### src/rtl/ras_ckpt.sv
//------------------------------------------------------------------------------
// Module   : ras_ckpt
// Brief    : Checkpointable return-address stack for fetch prediction.
//            Optional per-entry repeat counters enabled by RAS_RPT_CNT_EN.
// Revision : 1.0  initial release
//------------------------------------------------------------------------------
`default_nettype none

module ras_ckpt #(
  parameter int RAS_ENTRIES = 16,
  parameter int PC_WIDTH    = 38,
  parameter int RPT_WIDTH   = 2,
  localparam int LOG_E      = $clog2(RAS_ENTRIES)
) (
  input  logic                CLK,
  input  logic                RST,
  input  logic                fetch_valid,
  input  logic                fetch_push,
  input  logic                fetch_pop,
  input  logic [PC_WIDTH-1:0] fetch_push_pc,
  output logic [PC_WIDTH-1:0] fetch_ret_pc,
  output logic [LOG_E-1:0]    fetch_ras_idx,
  output logic [LOG_E:0]      fetch_ras_count,
  output logic                fetch_ras_empty,
  input  logic                update_valid,
  input  logic [LOG_E-1:0]    update_ras_idx,
  input  logic [LOG_E:0]      update_ras_count,
  input  logic                update_write_top,
  input  logic [PC_WIDTH-1:0] update_top_pc
`ifdef RAS_RPT_CNT_EN
  ,
  output logic [RPT_WIDTH-1:0] fetch_ras_rpt,
  input  logic [RPT_WIDTH-1:0] update_ras_rpt
`endif
);

  localparam logic [LOG_E:0] C_FULL = (LOG_E+1)'(RAS_ENTRIES);

  logic [LOG_E-1:0]    ptr_q,   ptr_d;
  logic [LOG_E:0]      count_q, count_d;
  logic [PC_WIDTH-1:0] entries_q [RAS_ENTRIES];
  logic [PC_WIDTH-1:0] entries_d [RAS_ENTRIES];

  logic [LOG_E-1:0] w_ptr_inc;
  logic [LOG_E-1:0] w_ptr_dec;
  logic             w_push_only;
  logic             w_pop_only;
  logic             w_push_pop;

  assign w_ptr_inc   = ptr_q + 1'b1;
  assign w_ptr_dec   = ptr_q - 1'b1;
  assign w_push_only = fetch_valid &  fetch_push & ~fetch_pop;
  assign w_pop_only  = fetch_valid & ~fetch_push &  fetch_pop;
  assign w_push_pop  = fetch_valid &  fetch_push &  fetch_pop;

`ifdef RAS_RPT_CNT_EN
  localparam logic [RPT_WIDTH-1:0] C_RPT_MAX = '1;

  logic [RPT_WIDTH-1:0] rpt_q [RAS_ENTRIES];
  logic [RPT_WIDTH-1:0] rpt_d [RAS_ENTRIES];
  logic                 w_rpt_hit;
  logic                 w_rpt_nz;

  // A repeated push of the current top collapses into its counter (recursion).
  assign w_rpt_hit = (count_q != '0) && (fetch_push_pc == entries_q[ptr_q])
                     && (rpt_q[ptr_q] != C_RPT_MAX);
  assign w_rpt_nz  = (rpt_q[ptr_q] != '0);
`else
  logic w_rpt_hit;
  logic w_rpt_nz;

  assign w_rpt_hit = 1'b0;
  assign w_rpt_nz  = 1'b0;
`endif

  always_comb begin
    ptr_d     = ptr_q;
    count_d   = count_q;
    entries_d = entries_q;
`ifdef RAS_RPT_CNT_EN
    rpt_d     = rpt_q;
`endif
    // A restore wins over the fetch op issued in the same cycle.
    if (update_valid) begin
      ptr_d   = update_ras_idx;
      count_d = update_ras_count;
      if (update_write_top) begin
        entries_d[update_ras_idx] = update_top_pc;
      end
`ifdef RAS_RPT_CNT_EN
      rpt_d[update_ras_idx] = update_ras_rpt;
`endif
    end else if (w_push_pop) begin
      entries_d[ptr_q] = fetch_push_pc;
`ifdef RAS_RPT_CNT_EN
      rpt_d[ptr_q] = '0;
`endif
    end else if (w_push_only) begin
      if (w_rpt_hit) begin
`ifdef RAS_RPT_CNT_EN
        rpt_d[ptr_q] = rpt_q[ptr_q] + 1'b1;
`endif
      end else begin
        ptr_d                = w_ptr_inc;
        entries_d[w_ptr_inc] = fetch_push_pc;
        count_d              = (count_q == C_FULL) ? count_q : count_q + 1'b1;
`ifdef RAS_RPT_CNT_EN
        rpt_d[w_ptr_inc] = '0;
`endif
      end
    end else if (w_pop_only) begin
      if (w_rpt_nz) begin
`ifdef RAS_RPT_CNT_EN
        rpt_d[ptr_q] = rpt_q[ptr_q] - 1'b1;
`endif
      end else begin
        // Underflow still walks the pointer so later restores stay aligned.
        ptr_d   = w_ptr_dec;
        count_d = (count_q == '0) ? count_q : count_q - 1'b1;
      end
    end
  end

  always_ff @(posedge CLK) begin
    if (RST) begin
      ptr_q   <= '0;
      count_q <= '0;
      for (int i = 0; i < RAS_ENTRIES; i++) begin
        entries_q[i] <= '0;
      end
    end else begin
      ptr_q     <= ptr_d;
      count_q   <= count_d;
      entries_q <= entries_d;
    end
  end

`ifdef RAS_RPT_CNT_EN
  always_ff @(posedge CLK) begin
    if (RST) begin
      for (int i = 0; i < RAS_ENTRIES; i++) begin
        rpt_q[i] <= '0;
      end
    end else begin
      rpt_q <= rpt_d;
    end
  end

  assign fetch_ras_rpt = rpt_q[ptr_q];
`endif

  assign fetch_ret_pc    = entries_q[ptr_q];
  assign fetch_ras_idx   = ptr_q;
  assign fetch_ras_count = count_q;
  assign fetch_ras_empty = (count_q == '0);

  a_restore_count_legal : assert property (
    @(posedge CLK) disable iff (RST) update_valid |-> (update_ras_count <= C_FULL)
  );

endmodule

`default_nettype wire

### config.mk
export PLATFORM = sky130hd
export DESIGN_NAME = ras_ckpt
export DESIGN_NICKNAME = d
export VERILOG_FILES = /design/src/rtl/ras_ckpt.sv
export SDC_FILE = /design/constraint.sdc
export NUM_CORES = 2
export LEC_CHECK = 0
export CAP_MARGIN = 30
export CELL_PAD_IN_SITES_DETAIL_PLACEMENT = 1
export CELL_PAD_IN_SITES_GLOBAL_PLACEMENT = 1
export CORE_ASPECT_RATIO = 1.2
export CORE_MARGIN = 4
export CORE_UTILIZATION = 49
export CTS_BUF_LIST = sky130_fd_sc_hd__clkbuf_8
export DETAILED_ROUTE_END_ITERATION = 16
export GPL_TIMING_DRIVEN = 1
export PLACE_DENSITY_LB_ADDON = 0.1
export SLEW_MARGIN = 20
export SYNTH_ARGS = -nofsm -noshare
export SYNTH_HDL_FRONTEND = slang
export SYNTH_SLANG_ARGS = --single-unit
### constraint.sdc
create_clock -name CLK -period 4 [get_ports CLK]
set_input_delay 0.8 -clock CLK [delete_from_list [all_inputs] [get_ports CLK]]
set_output_delay 0.8 -clock CLK [all_outputs]
set_load 0.02 [all_outputs]
==> impl_metrics.csv <==
group,metric,value,unit
clock_network,cts-hold-fix-buffers,0,
logic_synthesis,synth_cells,3596,
logic_synthesis,synth.area.top_cells,"dfxtp_1, a221oi_1, mux4_2",
logic_synthesis,synth.largest_area_cell,"dfxtp_1",
power,leakagePower,13.67,nW
logic_synthesis,synth-seq-cells,617,
sta,setup_viol,0,
run_status,status,"finished, final reports clean",
clock_network,cts.path.max_buffers,3,
sta,worstMarginPinSlew,1082,ps
logic_synthesis,synth_top_area_share,0.3776,
floorplan,row_count,103,
finish,drive_above_1_share,0.1869,
finish,nFillCells,7389,
critical_path,startpoint_type,"flip-flop",
global_route,grt_overflow,0,
job,max_cap_violations,0,
critical_path,path_class,"flip-flop to output port",
sta,rsz0062_at_grt,"no",
power,power.density,411.1,nW/um^2
drt,route.detailed.wl_per_inst,33.43,um
drt,drc_errors,0,
clock_network,numClockSinks,617,
critical_path,cp_max_fo,14,
floorplan,fp.dieH,291.0,um
critical_path,arrival,3170,ps
drt,viasPerCell,7.472,
clock_network,insertion_delay,750,ps
power,peakVddDrop,0.3753,mV
clock_network,clk_pin_slew_worst_paths,60,ps
sta,hold_ws,491.7,ps
finish,final_nets,3617,
sta,hold_viol,0,
logic_synthesis,yosys_warnings,0,
drt,ant_nets,0,
finish,fin_util,0.5703,
power,p_clk_frac,0.368,
drt,wl,150100,um
logic_synthesis,syn_nets,3700,
clock_network,ctsRootBufferMaster,"clkbuf_8",
floorplan,start_util,0.4957,
global_route,track_usage,0.4073,
placed_design,pre_cts_ws,313.7,ps
power,power_frac_comb,0.200,
drt,dr_total_vias,33540,
clock_network,htree_num_levels,3,
placed_design,routabilityCongestion,0.8833,
logic_synthesis,synthDistinctLibCells,54,
finish,syn2layout_area_growth,15.04,%
sta,finalSetupTns,0,ps
floorplan,core_area,65980,um^2
floorplan,die_area,70970,um^2
global_route,antenna_found_initial,4,
power,swShare,0.3218,
global_route,grt_max_degree,113,
logic_synthesis,yosysSeqAreaShare,0.3776,
critical_path,end_kind,"output port",
sta,final.setup.worst_slack,25.67,ps
power,p_int,10.49,mW
sta,fmax,0.2516,GHz
clock_network,tritoncts,"done",
power,netSwitchingPower,4.978,mW
floorplan,chipWidth,243.9,um
clock_network,cts_buffers,103,
global_route,grt_pass1_wl,222300,um
floorplan,ioPinCount,140,
power,p_seq_frac,0.432,
drt,drtIter0Drc,4353,
logic_synthesis,syn_area,32710,um^2
sta,layout_min_cycle_time,3974,ps
sta,drv_slew,0,
sta,clock_skew,37.34,ps
critical_path,crit_required,3200,ps
sta,relSlewSlack,0.2787,
drt,first_pass_iters,7,
logic_synthesis,synth_area_per_cell,9.096,um^2
placed_design,port_buffers,139,
sta,min_period_over_period,0.9936,
min_path,hold_class,"flip-flop to flip-flop",
placed_design,dp_hpwl,85100,um
global_route,grt_pass1_vias,35670,
[final cells by class]
cell class	count	area, um^2	area share
sequential	617	12370	0.3287
clock inverter	63	320.3	0.008512
tap	892	1116	0.02966
multi-input combinational	2481	18340	0.4873
antenna	1	2.502	0.00006650
clock buffer	125	1720	0.04572
inverter	8	30.03	0.0007980
timing repair buffer	302	3735	0.09926
[metrics by stage]
| step | total power [mW] | std cells | area [um^2] |
|---|---|---|---|
| final | 15.47 | 4489 | 37630 |
| after global routing | 15.93 | 4489 | 37630 |
| after CTS | 15.37 | 4486 | 37590 |
| after detailed placement | 9.741 | 4285 | 35310 |
| after global placement | 9.609 | 4279 | 35250 |
| after floorplan | 8.553 | 3596 | 32710 |
[timing repair]
item	CTS	global route
setup endpoints to repair	34	7
buffers inserted	9	2
gates resized for setup	34	2
cloned	4	0
[critical path, cell delays in order, from the launching register on]
cell and delay (ps):
dfxtp_4 390, buf_16 210, buf_6 230, mux4_2 550, mux4_2 500, clkdlybuf4s50_1 560
[metal layers]
| layer | up-vias | GRT usage | wire, um |
|---|---|---|---|
| met5 | - | 0.01436 | 138 |
| met4 | 2 | 0.2565 | 10910 |
| met3 | 737 | 0.1135 | 18300 |
| met2 | 2531 | 0.6411 | 67700 |
| met1 | 16730 | 0.4921 | 53010 |
| li1 | 13540 | - | - |
[Yosys cell counts, drive strengths merged]
cell type	count
nand2	75
nor2	777
nand3b	1
buf	241
nand3	6
or4	1
and2	4
nand2b	3
a221oi	608
a2111oi	1
mux4	190
ha	11
and4	1
nor3	611
clkbuf	249
o21bai	9
a21o	3
and3	1
a311oi	2
o21ai	37
a211oi	3
a31oi	2
nor4	2
o22ai	8
a31o	13
dfxtp	617
nand4b	8
mux2i	4
o31ai	3
or3	1
o21a	16
xor2	4
or2	1
fa	1
nor4b	1
nor2b	47
inv	8
and4b	1
xnor2	3
a21oi	22
[cells by family after synthesis]
family | Yosys count | share of synthesized area
AND/OR/NAND/NOR | 1541 | 0.2076
AO/OA/AOI/OAI | 727 | 0.2044
flip-flops | 617 | 0.3776
buffers and inverters | 498 | 0.07164
multiplexers | 194 | 0.1320
adder cells (fa/ha/maj) | 12 | 0.004820
XOR/XNOR | 7 | 0.001874
[registers in the layout (all words and copies together), names as in the netlist]
signal,count
entries_q,608
fetch_ras_count,5
fetch_ras_idx,4
[power groups by stage]
stage	clock network [mW]	registers, mW	logic [mW]
after floorplan	0	6.74	1.82
after global placement	0	6.79	2.82
after detailed placement	0	6.82	2.92
after CTS	5.70	6.68	2.99
after global routing	6.00	6.71	3.21
final	5.69	6.68	3.10
[cell usage in the layout, fill, tap and decap left out, types with 4 or more instances in the layout]
cell | netlist | final
a21oi_1 | 20 | 20
a221oi_1 | 528 | 528
a221oi_2 | 80 | 80
a31o_2 | 9 | 13
buf_12 | 0 | 75
buf_16 | 0 | 6
buf_4 | 42 | 76
buf_6 | 19 | 4
clkbuf_8 | 0 | 125
clkdlybuf4s50_1 | 0 | 111
clkinv_2 | 0 | 12
clkinvlp_4 | 0 | 6
dfxtp_1 | 617 | 613
dfxtp_4 | 0 | 4
dlygate4sd2_1 | 0 | 25
ha_1 | 11 | 11
inv_1 | 7 | 49
mux2i_1 | 4 | 4
mux4_2 | 190 | 190
nand2_1 | 70 | 69
nand2_2 | 5 | 6
nand3_1 | 5 | 5
nand4b_1 | 8 | 8
nor2_1 | 777 | 776
nor2b_1 | 47 | 42
nor3_1 | 611 | 611
o21a_2 | 0 | 16
o21ai_0 | 5 | 5
o21ai_1 | 29 | 15
o21ai_4 | 0 | 16
o21bai_4 | 0 | 8
o22ai_2 | 7 | 7
xor2_1 | 4 | 4
[final timing paths]
| kind | cells after the start | from | endpoint | slack (ps) |
|---|---|---|---|---|
| worst max-delay path | 5 | fetch_ras_idx[0]$_SDFFE_PP0P_ | fetch_ret_pc[23] | 30 |
| worst min register to register | 2 | entries_q[535]$_SDFFE_PP0P_ | entries_q[535]$_SDFFE_PP0P_ | 490 |
| worst min-delay path | 2 | entries_q[535]$_SDFFE_PP0P_ | entries_q[535]$_SDFFE_PP0P_ | 490 |
| worst max register to register | 10 | fetch_ras_idx[0]$_SDFFE_PP0P_ | entries_q[379]$_SDFFE_PP0P_ | 440 |
No activity file was read; power rests on OpenSTA's default activity.
